**src/rtl/bp_be_pkg.sv**
```systemverilog
// Shared types for the backend scoreboard hazard detector: the scoreboard entry
// layout, the remaining-latency width and the register-file select used by match logic.
package bp_be_pkg;

  localparam int max_pipe_depth_gp = 15;
  localparam int rem_width_gp      = $clog2(max_pipe_depth_gp + 1);

  typedef enum logic {
    rf_int_e = 1'b0,
    rf_fp_e  = 1'b1
  } rf_sel_e;

  typedef struct packed {
    logic                    v;
    logic [4:0]              rd;
    logic                    irf;
    logic                    frf;
    logic [rem_width_gp-1:0] rem;
  } sb_entry_s;

  // A consumer dispatched now reaches EX one cycle later, when the producer's rem has
  // dropped by one; rem<=2 here therefore means the result is bypassable by then.
  function automatic logic entry_hit(input sb_entry_s e, input logic [4:0] addr,
                                     input rf_sel_e sel);
    logic file_hit;
    file_hit = (sel == rf_int_e) ? (e.irf && (addr != 5'd0)) : e.frf;
    return e.v && file_hit && (e.rd == addr) && (e.rem > rem_width_gp'(2));
  endfunction

endpackage

```
**src/rtl/bp_be_detector_sb_entry.sv**
```systemverilog
// One scoreboard stage: holds an in-flight write and flags a RAW conflict against
// the sources of the instruction currently in ISD.
module bp_be_detector_sb_entry
  import bp_be_pkg::*;
(
  input  logic       clk_i,
  input  logic       reset_i,
  input  sb_entry_s  entry_n_i,
  output sb_entry_s  entry_o,
  input  logic [4:0] rs1_i,
  input  logic [4:0] rs2_i,
  input  logic       irs1_v_i,
  input  logic       irs2_v_i,
  input  logic       frs1_v_i,
  input  logic       frs2_v_i,
  output logic       haz_o
);

  // NOTE: the whole stage is cleared on reset, not just the valid bit, so a stale rd
  // or rem can never be observed; sequential state uses non-blocking assignments.
  always_ff @(posedge clk_i) begin
    if (reset_i) entry_o <= '0;
    else         entry_o <= entry_n_i;
  end

  assign haz_o = (irs1_v_i && entry_hit(entry_o, rs1_i, rf_int_e))
               | (irs2_v_i && entry_hit(entry_o, rs2_i, rf_int_e))
               | (frs1_v_i && entry_hit(entry_o, rs1_i, rf_fp_e))
               | (frs2_v_i && entry_hit(entry_o, rs2_i, rf_fp_e));

endmodule

```
**src/rtl/bp_be_detector_sb.sv**
```systemverilog
// Scoreboard hazard detector: decides ISD dispatch, ISD/EX poison, tracks in-flight
// writes with per-op latency, long-latency credits and a saturating stall counter.
module bp_be_detector_sb
  import bp_be_pkg::*;
#(
  parameter int vaddr_width_p     = 56,
  parameter int pipe_depth_p      = 5,
  parameter int commit_stage_p    = 3,
  parameter int num_fu_p          = 4,
  parameter int long_credits_p    = 2,
  parameter int stall_cnt_width_p = 16,
  parameter int lat_width_p       = $clog2(pipe_depth_p + 1)
) (
  input  logic                         clk_i,
  input  logic                         reset_i,
  input  logic                         issue_v_i,
  input  logic [4:0]                   issue_rs1_i,
  input  logic [4:0]                   issue_rs2_i,
  input  logic                         issue_irs1_v_i,
  input  logic                         issue_irs2_v_i,
  input  logic                         issue_frs1_v_i,
  input  logic                         issue_frs2_v_i,
  input  logic [4:0]                   issue_rd_i,
  input  logic                         issue_irf_w_i,
  input  logic                         issue_frf_w_i,
  input  logic [lat_width_p-1:0]       issue_lat_i,
  input  logic [num_fu_p-1:0]          issue_fu_i,
  input  logic                         issue_long_i,
  input  logic [num_fu_p-1:0]          fu_ready_i,
  input  logic                         long_done_i,
  input  logic                         br_v_i,
  input  logic [vaddr_width_p-1:0]     br_npc_i,
  input  logic [vaddr_width_p-1:0]     expected_npc_i,
  input  logic                         roll_i,
  input  logic                         exc_i,
  output logic                         chk_dispatch_v_o,
  output logic                         chk_roll_o,
  output logic                         chk_poison_isd_o,
  output logic                         chk_poison_ex_o,
  output logic [stall_cnt_width_p-1:0] stall_cnt_o
);

  localparam int credit_width_lp = $clog2(long_credits_p + 1);
  localparam logic [credit_width_lp-1:0] credits_full_lp = credit_width_lp'(long_credits_p);

  sb_entry_s                    entry_q [pipe_depth_p];
  sb_entry_s                    entry_n [pipe_depth_p];
  logic [pipe_depth_p-1:0]      entry_haz;
  logic                         data_haz, struct_haz, mispredict, accept, long_accept;
  logic [credit_width_lp-1:0]   credits_r;
  logic [stall_cnt_width_p-1:0] stall_cnt_r;

  assign mispredict       = br_v_i & (br_npc_i != expected_npc_i);
  assign chk_poison_ex_o  = reset_i | roll_i | exc_i;
  assign chk_poison_isd_o = chk_poison_ex_o | mispredict;
  assign chk_roll_o       = roll_i;

  assign data_haz         = |entry_haz;
  assign struct_haz       = (|(issue_fu_i & ~fu_ready_i)) | (issue_long_i & (credits_r == '0));
  assign chk_dispatch_v_o = ~reset_i & ~data_haz & ~struct_haz;
  assign accept           = issue_v_i & chk_dispatch_v_o & ~chk_poison_isd_o;
  assign long_accept      = accept & issue_long_i;
  assign stall_cnt_o      = stall_cnt_r;

  // NOTE: combinational next-state uses blocking assignments and defaults every
  // element first, so no path can leave a latch behind.
  always_comb begin
    entry_n[0] = '0;
    if (accept) begin
      entry_n[0].v   = 1'b1;
      entry_n[0].rd  = issue_rd_i;
      entry_n[0].irf = issue_irf_w_i;
      entry_n[0].frf = issue_frf_w_i;
      entry_n[0].rem = rem_width_gp'(issue_lat_i);
    end
    // Younger stages die on an EX flush; stages at or past commit keep retiring.
    for (int k = 1; k < pipe_depth_p; k++) begin
      entry_n[k]     = entry_q[k-1];
      entry_n[k].rem = entry_q[k-1].rem - rem_width_gp'(1);
      entry_n[k].v   = entry_q[k-1].v && (entry_n[k].rem != '0)
                     && !(chk_poison_ex_o && (k < commit_stage_p));
    end
  end

  for (genvar k = 0; k < pipe_depth_p; k++) begin : g_entry
    bp_be_detector_sb_entry u_entry (
      .clk_i     (clk_i),
      .reset_i   (reset_i),
      .entry_n_i (entry_n[k]),
      .entry_o   (entry_q[k]),
      .rs1_i     (issue_rs1_i),
      .rs2_i     (issue_rs2_i),
      .irs1_v_i  (issue_irs1_v_i),
      .irs2_v_i  (issue_irs2_v_i),
      .frs1_v_i  (issue_frs1_v_i),
      .frs2_v_i  (issue_frs2_v_i),
      .haz_o     (entry_haz[k])
    );
  end

  // Credits are never flushed: the FU still reports done for ops killed in flight.
  always_ff @(posedge clk_i) begin
    if (reset_i) begin
      credits_r   <= credits_full_lp;
      stall_cnt_r <= '0;
    end else begin
      if (long_accept && !long_done_i)
        credits_r <= credits_r - credit_width_lp'(1);
      else if (long_done_i && !long_accept && (credits_r != credits_full_lp))
        credits_r <= credits_r + credit_width_lp'(1);

      if (issue_v_i && !chk_dispatch_v_o && (stall_cnt_r != '1))
        stall_cnt_r <= stall_cnt_r + stall_cnt_width_p'(1);
    end
  end

endmodule

```
**config.mk**
```make
export PLATFORM = sky130hd
export DESIGN_NAME = bp_be_detector_sb
export DESIGN_NICKNAME = d
export VERILOG_FILES = /design/src/rtl/bp_be_pkg.sv /design/src/rtl/bp_be_detector_sb_entry.sv /design/src/rtl/bp_be_detector_sb.sv
export SDC_FILE = /design/constraint.sdc
export NUM_CORES = 1
export LEC_CHECK = 0
export BUFFER_PORTS_ARGS = -buffer_cell sky130_fd_sc_hd__buf_4
export CAP_MARGIN = 0
export CORE_ASPECT_RATIO = 1.4
export CORE_MARGIN = 2
export CORE_UTILIZATION = 55
export CTS_BUF_LIST = sky130_fd_sc_hd__clkbuf_8
export DETAILED_ROUTE_END_ITERATION = 6
export PLACE_DENSITY = 0.88
export SYNTH_ARGS = -nofsm -noshare
export SYNTH_HDL_FRONTEND = slang
export SYNTH_SLANG_ARGS = --single-unit
```
**constraint.sdc**
```tcl
create_clock -name clk_i -period 5.1 [get_ports clk_i]
set_input_delay 1.02 -clock clk_i [delete_from_list [all_inputs] [get_ports clk_i]]
set_output_delay 1.02 -clock clk_i [all_outputs]
set_load 0.05 [all_outputs]
```
==> metrics, run 1 <==
Core ar. 0.00805 sq mm; initial antenna violation count 0; root buffer cell clkbuf_8; H-tree levels 3; Setup TNS 0 ps; Compound-Gate Fraction of Synth Area 11.1%; startpoint type of the worst setup path input pin; Worst-path clk slew 80 ps; unrepaired setup endpoints after global routing no; Area growth syn-to-layout 32.0%; Syn Nets 674; register area 0.00154 sq mm; CP max FO 6; metal3 WL 1010 microns; Initial DRT Pass Iterations 5; Synth Area in Adders 3.61%; total CTS buffers 9; Initial Util 56.0%; Remaining Overflow, GRT 0; worst slew pin tran roughly 760 ps; Seq cells post-synth 77; Die ar. around 0.0089 sq mm; worst min path class register to register; Post-Route Skew 10.2 ps; number of warnings issued by yosys 0; final hold viol count 0; Post-CTS Setup Bufs 0; worst skew pair latency 350 ps; drt drc 0; RePlAce Congestion 1.14; layout cells sized above 1 28.9%; Post-DRT Antenna Nets 0; most common cell after layout, fill and taps aside buf_4; vias per cell 5.56; hold buffers post-CTS 0; die width 80.5 microns; DR WL met2 approximately 6600 microns; Tcrit/Tclk final between 80% and 90%; fmax 244 MHz; initial detailed-routing violation count 231; Setup Viol. Count Final 0; post-synthesis cell type count 56; VDD IR max ~0.00017 V; Detailed Route WL 12800 microns; minimum clock period about 4100 ps; Syn Inst Count 509; critical path endpoint category primary output; io pins 172; hpwl dp a little over 10000 microns; Worst slew margin between 40 and 50%; Syn Area/Cell 8.85 sq um; Post-Syn Area between 0.004 and 0.005 sq mm; Multi-input gate area 0.00278 sq mm; Post-Synth XOR/XNOR Area 22.7%; Pleak about 0.0025 uW; post-synthesis sequential area ratio approximately a third; met1 WL 4620 microns; outcome completed; largest family of logic cells by synthesized area simple AND/OR/NAND/NOR gates; most frequent cells in the layout buf_4, dfxtp_1, xor2_1, xnor2_1, nor2_1; Worst Path Arrival 3080 ps; max layer used met4; CP required 4080 ps; max_cap viols 0; vias in the first global route 4505; TritonCTS clock tree yes; n_diodes 0; critical path class input pin to primary output; Simple-Gate Fraction of Synth Area 23.9%; DR WL/cell ~17 microns; Power Dens Cells about 220 mW/mm^2; die height 111 microns; max-slew violations 0; FILL cells 598; first-pass GRT wire length 20400 microns; post-layout net count 832; count of input and output buffers about 170; Total GRT Usage 29.1%; Async SR Flop Fraction 0%; Max clock buf depth 2; via count about 4300; CTS resizes 0; CTS Sinks between 70 and 80; largest net degree at the start of global routing 77; EDFF count, synth 0; mux share of post-synthesis cell area 0.222%; PnR Total Power 1310 uW; row count 39; Top FF cell, synth dfxtp_1
state kept, by name, indices dropped and copies added, names as in the netlist:
signal / count
g_entry.u_entry.entry_o: 59
stall_cnt_o: 16
credits_r: 2
synthesized netlist by cell type, types with 4 or more instances:
cell       count  area share [%]
clkbuf_1      13             1.1
a2111oi_0      4            0.78
xor2_1        62              12
o311ai_0       4            0.78
nand2b_1       7            0.97
dfxtp_1       77              34
nor2b_1       31             4.3
nor4_1        21             2.9
inv_1         15             1.2
o31ai_1        5            0.83
o21bai_1       4            0.67
a21oi_1       13             1.4
and2_1        12             1.7
o211ai_1       6             1.0
nand3_1       19             2.1
o21ai_0       10             1.1
ha_1          13             3.6
or3_1          7            0.97
nand4_1        9             1.2
nand2_1       23             1.9
nor3_1        11             1.2
xnor2_1       55              11
nor2_1        36             3.0
worst paths after layout:
check | startpoint | endpoint | slack, ps | depth (start not counted)
max | issue_rs2_i[0] | chk_dispatch_v_o | 1000 | 8
max reg2reg | g_entry[3].u_entry.entry_o[0] | credits_r[0] | 2030 | 10
min | g_entry[0].u_entry.entry_o[11] | g_entry[1].u_entry.entry_o[11] | 460 | 2
min reg2reg | g_entry[0].u_entry.entry_o[11] | g_entry[1].u_entry.entry_o[11] | 460 | 2
layer usage:
layer  vias to the layer above  track usage, %
met1                      1952            31.5
li1                       2074               -
met5                         -               0
met3                        52            7.82
met2                       218            51.1
met4                         0            14.1
per-stage QoR:
stage | util [%] | setup slack (ps) | std cells | area [sq um] | hold slack, ps
after floorplan | - | 940 | 509 | 4510 | 409
after global placement | 71.9 | 1130 | 758 | 5790 | 426
after detailed placement | 71.9 | 1040 | 758 | 5790 | 449
after CTS | 73.9 | 1040 | 773 | 5950 | 465
after global routing | 73.9 | 904 | 773 | 5950 | 498
final | 73.9 | 1000 | 773 | 5950 | 461
critical path, cell delays in order:
cell,delay [ps]
buf_4,150
or4_4,570
o21ai_0,240
o21ai_0,110
a41oi_1,170
nand4b_1,330
nor2_1,250
buf_4,230
power by group:
part           internal (uW)  switching, uW  leakage (uW)
clock network            174            227     0.0000906
logic                    148            126       0.00175
registers                618           20.9      0.000626
layout make-up:
cell class	count	area share, %
Sequential cell	77	25.9
Timing Repair Buffer	171	21.6
Clock buffer	9	2.08
Clock inverter	6	0.673
Multi-Input combinational cell	393	46.7
Tap cell	102	2.15
Inverter	15	0.946
cells by family (layout without fill, tap and decap cells):
family,count (synthesis),after routing
buffers and inverters,39,201
AO/OA/AOI/OAI,69,69
adder cells (fa/ha/maj),13,13
flip-flops,77,77
XOR/XNOR,117,117
multiplexers,1,1
AND/OR/NAND/NOR,193,193
No activity file was read; power rests on OpenSTA's default activity.
==> run 2: changes to the inputs <==
Settings changed: CORE_UTILIZATION 55 to 46, PLACE_DENSITY 0.88 to 0.79.
Clock period 5.1 ns to 3.3 ns, I/O delays scaled along.
==> run 2 against run 1 <==
Sequential power grew 55%. Critical path type unchanged. Worst setup slack lost 780 ps. Largest cell class unchanged. Cell count grew 4.5%. Critical path depth is the same.
==> metrics, run 2 (synthesis results as in run 1) <==
unrepaired setup endpoints after global routing no (unchanged); die width 87.6 microns (was 80.5 microns); drt drc 0 (unchanged); Critical R2R Launch g_entry[3].u_entry.entry_o[0] (unchanged); max reg flops 59 (unchanged); TritonCTS clock tree yes (unchanged); M1 GR Usage 26.1% (was 31.5%); row count 42 (was 39); CTS resizes 0 (unchanged); hold buffers post-CTS 0 (unchanged); Total GRT Usage 23.1% (was 29.1%); Max clock buf depth 2 (unchanged); critical path endpoint category primary output (unchanged); RePlAce Congestion 0.970 (was 1.14); root buffer cell clkbuf_8 (unchanged); Power Dens Cells 332 mW/mm^2 (was 221 mW/mm^2); layout cells sized above 1 29.4% (was 28.9%); Post-Route Skew 12.4 ps (was 10.2 ps); CTS Sinks 77 (unchanged); post-route insts no fill 808 (was 773); count of input and output buffers 171 (unchanged); io pins 172 (unchanged); vias in the first global route 4369 (was 4505); PnR Total Power 2010 uW (was 1310 uW); worst slew pin tran 704 ps (was 762 ps); Setup TNS 0 ps (unchanged); minimum clock period 3080 ps; CP max FO 6 (unchanged); FILL cells 803 (was 598); die height 121 microns (was 111 microns); Initial DRT Pass Iterations 4 (was 5); Pleak 0.00250 uW (was 0.00247 uW); total CTS buffers 9 (unchanged); hpwl dp 9700 microns (was 10400 microns); VDD IR max 0.000331 V (was 0.000167 V); hold_sp g_entry[0].u_entry.entry_o[11] (unchanged); CP startpoint issue_rs1_i[0] (was issue_rs2_i[0]); Biggest register g_entry.u_entry.entry_o (unchanged); post-layout net count 838 (was 832); CP required 2640 ps (was 4080 ps); outcome completed (unchanged); Core ar. 0.00951 sq mm (was 0.00805 sq mm); Post-DRT Antenna Nets 0 (unchanged); most frequent cells in the layout buf_4, dfxtp_1, xor2_1, xnor2_1, nor2_1 (unchanged); Worst slew margin 53.1% (was 49.0%); Initial Util 47.4% (was 56.0%); DR WL/cell 14.8 microns (was 16.5 microns); Detailed Route WL 12000 microns (was 12800 microns); M2 GR Usage 41.3% (was 51.1%); largest net degree at the start of global routing 75 (was 77); initial detailed-routing violation count 143 (was 231); pre-CTS setup slack 163 ps (was 1040 ps); n_diodes 0 (unchanged); Inst Count DP 794 (was 758); startpoint type of the worst setup path input pin (unchanged); gr busiest metal met2 (unchanged); PnR worst setup slack 219 ps (was 1000 ps); via count 4208 (was 4296); H-tree levels 3 (unchanged); Worst-path clk slew 70 ps (was 80 ps); first-pass GRT wire length 19400 microns (was 20400 microns); critical path class input pin to primary output (unchanged); Post-CTS Setup Bufs 0 (unchanged); Die ar. 0.0106 sq mm (was 0.00894 sq mm); most common cell after layout, fill and taps aside buf_4 (unchanged); max_cap viols 0 (unchanged); met3 usage 4.97% (was 7.82%); worst skew pair latency 350 ps (about the same); final hold viol count 0 (unchanged); Area growth syn-to-layout 34.0% (was 32.0%); Worst Path Arrival 2420 ps (was 3080 ps); max-slew violations 0 (unchanged); worst min path class register to register (unchanged); Remaining Overflow, GRT 0 (unchanged); Tcrit/Tclk final slightly above 90%; vias per cell 5.21 (was 5.56); Setup Viol. Count Final 0 (unchanged); fmax 325 MHz; initial antenna violation count 0 (unchanged)
run 2: path summary, 6_finish.rpt:
kind / depth (start not counted) / endpoint / slack, ps
hold reg to reg: 2 / g_entry[1].u_entry.entry_o[11] / 440
setup / recovery: 8 / chk_dispatch_v_o / 220
hold / removal: 2 / g_entry[1].u_entry.entry_o[11] / 440
setup reg to reg: 12 / stall_cnt_o[15] / 480
run 2: area by class of cell:
class / count / area, sq um / area share (%)
inverters: 15 / 56.3 / 0.932
repair buffers: 177 / 1340 / 22.2
well taps: 132 / 165 / 2.74
multi-input cells: 393 / 2780 / 46.0
clock inverters: 5 / 31.3 / 0.518
flip-flops and latches: 77 / 1540 / 25.5
clock buffers: 9 / 124 / 2.05
run 2: critical path, cell delays in order:
cell	delay, ps
buf_4	150
or4_4	560
o211ai_1	200
a2111oi_0	170
a31oi_1	200
nand4b_1	160
nor2_2	100
buf_4	210
run 2: report_power, final:
group          internal, uW  switching [uW]
sequential              956            32.2
combinational           235             191
clock                   262             331
run 2: per-stage QoR:
stage,util [%],cell area [sq um],hold WS [ps]
floorplan,-,4510,409
CTS,63.5,6040,438
global placement,61.9,5880,426
global route,63.5,6040,466
detailed placement,61.9,5880,425
finish,63.5,6040,442
run 2: layer usage:
layer | routed length [microns] | up-vias
li1 | - | 2087
met1 | 4700 | 1914
met2 | 6170 | 171
met3 | 740 | 36
met4 | 343 | 0
met5 | 0 | -
